$ cat src/rtl/mode_seq_ctrl.sv
// Mode sequencer for the clock/timer display path: forward/back button stepping with
// wrap-around, adjust-activity restart and idle auto-return to normal run mode.
//
//  mode          | meaning
//  --------------+-------------------------------------------
//  0             | normal run, idle counter parked at 0
//  1..NUM_MODES-1| adjust modes, idle counter counts 1 Hz ticks
module mode_seq_ctrl #(
    parameter int NUM_MODES = 4,
    parameter int MODE_W    = 2,
    parameter int TIMEOUT   = 20,
    parameter int CNT_W     = 5
) (
    input  logic              ckht,
    input  logic              rst,
    input  logic              ena_db,
    input  logic              back_db,
    input  logic              adj_act,
    input  logic              tick_1hz,
    output logic [MODE_W-1:0] mode,
    output logic              in_set,
    output logic              mode_chg,
    output logic              tmo_evt,
    output logic [CNT_W-1:0]  idle_cnt
);

    localparam logic [MODE_W-1:0] MODE_LAST = MODE_W'(NUM_MODES - 1);
    localparam logic [CNT_W-1:0]  CNT_LAST  = CNT_W'(TIMEOUT - 1);

    logic              ena_q;
    logic              back_q;
    logic              nxt_p;
    logic              prv_p;
    logic [MODE_W-1:0] mode_nxt;
    logic [CNT_W-1:0]  cnt_nxt;
    logic              tmo_hit;

    always_comb begin
        nxt_p    = ena_db & ~ena_q;
        prv_p    = back_db & ~back_q;
        mode_nxt = mode;
        cnt_nxt  = idle_cnt;
        tmo_hit  = 1'b0;
        if (nxt_p && prv_p) begin
            cnt_nxt = '0;
        end else if (nxt_p) begin
            mode_nxt = (mode == MODE_LAST) ? '0 : mode + 1'b1;
            cnt_nxt  = '0;
        end else if (prv_p) begin
            mode_nxt = (mode == '0) ? MODE_LAST : mode - 1'b1;
            cnt_nxt  = '0;
        end else if (adj_act) begin
            cnt_nxt = '0;
        end else if (tick_1hz && (mode != '0)) begin
            // Timeout only reachable when no button edge or adjust activity is present.
            if (idle_cnt == CNT_LAST) begin
                mode_nxt = '0;
                cnt_nxt  = '0;
                tmo_hit  = 1'b1;
            end else begin
                cnt_nxt = idle_cnt + 1'b1;
            end
        end
    end

    // Button history resets high so a button held through reset is not a press.
    always_ff @(negedge ckht or negedge rst) begin
        if (!rst) begin
            mode     <= '0;
            idle_cnt <= '0;
            mode_chg <= 1'b0;
            tmo_evt  <= 1'b0;
            ena_q    <= 1'b1;
            back_q   <= 1'b1;
        end else begin
            ena_q    <= ena_db;
            back_q   <= back_db;
            mode     <= mode_nxt;
            idle_cnt <= cnt_nxt;
            mode_chg <= (mode_nxt != mode);
            tmo_evt  <= tmo_hit;
        end
    end

    assign in_set = (mode != '0);

endmodule

$ cat config.mk
export PLATFORM = sky130hd
export DESIGN_NAME = mode_seq_ctrl
export DESIGN_NICKNAME = d
export VERILOG_FILES = /design/src/rtl/mode_seq_ctrl.sv
export SDC_FILE = /design/constraint.sdc
export NUM_CORES = 1
export LEC_CHECK = 0
export ABC_AREA = 1
export CAP_MARGIN = 20
export CORE_MARGIN = 4
export CORE_UTILIZATION = 43
export CTS_CLUSTER_SIZE = 28
export DETAILED_ROUTE_END_ITERATION = 6
export GPL_ROUTABILITY_DRIVEN = 0
export PLACE_DENSITY = 0.73
export SLEW_MARGIN = 5
export SYNTH_ARGS = -nofsm -noshare
export SYNTH_HDL_FRONTEND = slang
export SYNTH_SLANG_ARGS = --single-unit
$ cat constraint.sdc
create_clock -name ckht -period 1.3 [get_ports ckht]
set_input_delay 0.39 -clock ckht [delete_from_list [all_inputs] [get_ports ckht]]
set_output_delay 0.39 -clock ckht [all_outputs]
set_load 0.005 [all_outputs]
# Word level (Yosys, flattened, before mapping)
# Cells that the tools add are included.
# totals
inputBits	6
regBits	11
word_cells	41
# classes
n_mux	20
reduce_logical	5
bitwise_logic	4
eq_ne	3
n_addsub	3
# op_table
operator	count
5-bit 2-to-1 mux	6
2-bit 2-to-1 mux	8
1-bit 2-to-1 mux	6
5-bit by 1-bit adder with 5-bit output (second input constant)	1
5-bit == test (second input constant)	1
5-bit nonzero test	1
2-bit by 1-bit adder with 2-bit output (second input constant)	1
1-bit AND	2
2-bit == test (second input constant)	1
1-bit logical AND	2
2-bit zero test	1
2-bit inequality test	1
1-bit inverter	2
2-bit nonzero test	1
2-bit by 1-bit subtractor with 2-bit output (second input constant)	1

# Logic depth before layout (Yosys ltp)
# logic_depth
word_depth	8
depth_mapped	12
mapped_depth_nobuf	12

==> run_results.csv <==
group,metric,value,unit
power,swShare,38.6,%
power,netSwitchingPower,0.816,mW
synth,synth-xor-area-share,0,%
synth,synth_top_family_by_area,"simple AND/OR/NAND/NOR gates",
cts,numClockSinks,11,
global_route,gr-total-overflow,0,
power,ir_worst_vdd,1.19,mV
power,p_total,2.11,mW
cts,hold_buffers,0,
synth,synth_seq_area_share,40.7,%
finish,stdcell_area,1280,sq um
detailed_routing,drc,0,
synth,synth_compound_gate_area_share,9.89,%
global_route,grt_pass1_vias,744,
cts,clock_path_buffers,2,
finish,syn_to_final_growth,87.0,%
placed_design,dpl.hpwl,1.29,mm
setup_path,cp_data_arrival_time,1.82,ns
synth,syn_area_per_cell,8.13,sq um
synth,synthCells,84,
flow_run,cap_violations,0,
global_route,grt_pass1_wl,3.19,mm
global_route,grt_util_met2,37.7,%
min_path,hp-class,"primary input to async pin",
global_route,antenna_found_initial,0,
floorplanning,core_area,1510,sq um
synth,synthMuxAreaShare,0,%
synth,syn_nets,93,
finish,final_util,84.8,%
global_route,grt_use_total,21.0,%
power,leakage,0.648,nW
detailed_routing,dr_total_vias,790,
global_route,grt.busiest_layer,"met2",
status,status,"finished, violations left",
placed_design,port-buffer-count,15,
status,failed_checks,"setup timing",
detailed_routing,viasPerCell,5.23,
finish,nNetsFinal,145,
floorplanning,die_area,2290,sq um
setup_path,crit_type,"register to output port",
detailed_routing,drt-initial-drc-count,11,
detailed_routing,postRouteAntennaNets,0,
floorplanning,start_util,45.3,%
global_route,grt_max_degree,8,
sta,slew_headroom,83.0,%
power,combPwrFrac,66.4,%
setup_path,cp_data_required_time,0.91,ns
power,internal_power,1.30,mW
sta,tightest_slew,0.255,ns
setup_path,cp-end-kind,"output port",
placed_design,place_ws,-1.07,ns
cts,path_clk_slew,0.05,ns
detailed_routing,first_pass_iters,4,
cts,h-tree-depth,1,
sta,final_hold_viol_count,0,
sta,skew,0.0511,ns
power,pwr_density_cell,1650,nW/um^2
synth,synth_seq_cells,11,
sta,final_max_slew_viol_count,0,
sta,fin_ws,-0.912,ns
sta,tns,-8.80,ns
cts,tritoncts,"done",
synth,synth-simple-area-share,35.7,%
cts,cts_buffers,3,
global_route,met1_usage,22.5,%
detailed_routing,wirelength,2.46,mm
global_route,use_met3,4.89,%
setup_path,cp-start-kind,"register",
synth,ys_warn_count,0,
placed_design,dpl_cell_area,1030,sq um
floorplanning,die_w,47.9,um
cts,root_buffer,"clkbuf_4",
sta,grt_setup_unrepaired,"true",
finish,drive_above_1_share,66.7,%
sta,finalSetupViolations,19,
cts,clk-insertion-delay-late,0.33,ns
synth,synth_cell_types,22,
floorplanning,rows,14,
finish,antenna_cells,0,
synth,synth_area,683,sq um
floorplanning,die_h,47.9,um
floorplanning,top_level_ports,16,
power,clkPwrFrac,12.8,%
detailed_routing,wl_per_cell,16.3,um
setup_path,critPathMaxFanout,2,
synth,synthAdderAreaFrac,5.49,%
power,seq_power_share,20.7,%
==> flip-flops by register name, indices dropped and copies added (netlist names) <==
name,flops
ena_q,1
idle_cnt,5
mode_chg,1
back_q,1
mode,2
tmo_evt,1
==> path summary, 6_finish.rpt <==
check                             from           to  slack [ns]  depth (start not counted)
hold reg to reg            idle_cnt[2]  idle_cnt[2]        0.60                          4
min in group ckht          idle_cnt[2]  idle_cnt[2]        0.60                          4
max in group asynchronous          rst  idle_cnt[2]        0.40                          2
hold / removal                     rst  idle_cnt[0]        0.48                          1
setup reg to reg               mode[0]     mode_chg       -0.37                          9
setup / recovery               mode[0]       in_set       -0.91                          5
==> cell families (layout without fill, tap and decap cells) <==
| family | count (synthesis) | in the layout |
|---|---|---|
| compound gates | 10 | 10 |
| fa+ha+maj | 3 | 3 |
| buf+inv | 15 | 66 |
| flops | 11 | 11 |
| simple gates | 45 | 45 |
==> metrics by stage <==
step                      hold slack [ns]  std cells
after floorplan                     0.466         84
after global placement              0.567        133
after detailed placement            0.587        133
after CTS                           0.595        147
after global routing                0.487        151
final                               0.481        151
==> routing by layer <==
layer / vias up / routed length [um]
met5: - / 0
met4: 0 / 144
met3: 18 / 130
met2: 31 / 1270
met1: 376 / 915
li1: 365 / -
==> worst max-delay path, cell delays in order, from the launching register on <==
cell	delay (ns)
dfrtn_1	0.44
buf_6	0.12
inv_4	0.04
ha_4	0.16
inv_4	0.05
buf_6	0.08
==> synth_stat cells <==
library cell,number,area share (%)
nand2_1,16,8.8
inv_1,10,5.5
dfrtn_1,9,33
nor2_1,8,4.4
nand2_2,7,6.4
inv_2,5,2.7
nand3_1,5,3.7
a21oi_1,4,2.9
ha_1,3,5.5
nand2_4,3,4.9
dfstp_2,2,7.7
o21ai_1,2,1.5
a21oi_2,1,1.3
and3_1,1,0.92
nand3b_2,1,1.6
nand4_1,1,0.92
nor2_2,1,0.92
nor2_4,1,1.6
nor3_2,1,1.5
o21a_1,1,1.1
o21ai_0,1,0.73
o21ai_4,1,2.4
==> repair_timing <==
item / CTS / global route
pin swaps: 9 / 5
setup endpoints to repair: 21 / 26
resized for setup: 85 / 14
buffers inserted: 10 / 5
==> power by group through the flow <==
stage | Sequential (mW) | Combinational, mW | Clock [mW]
after floorplan | 0.463 | 0.491 | 0.0144
after global placement | 0.439 | 0.927 | 0.0144
after detailed placement | 0.441 | 0.956 | 0.0144
after CTS | 0.431 | 1.22 | 0.267
after global routing | 0.443 | 1.49 | 0.298
final | 0.438 | 1.40 | 0.271
==> final cells by class <==
type / instances / area (sq um)
Clock inverter: 2 / 7.51
Inverter: 14 / 62.6
Fill cell: 74 / 229
Clock buffer: 4 / 26.3
Tap cell: 16 / 20.0
Multi-Input combinational cell: 58 / 497
Timing Repair Buffer: 46 / 387
Sequential cell: 11 / 278
==> placed cells by master, fill, tap and decap left out, drive strengths merged <==
cell type and count:
nand4 1, a21oi 5, nand3b 1, o21ai 4
and3 1, clkdlybuf4s15 1, dfrtn 9, nor3 1
nor2 10, o21a 1, inv 16, dlymetal6s2s 1
nand2 26, ha 3, nand3 5, dfstp 2
clkbuf 4, buf 44
Power figures use the tool's default switching activity.
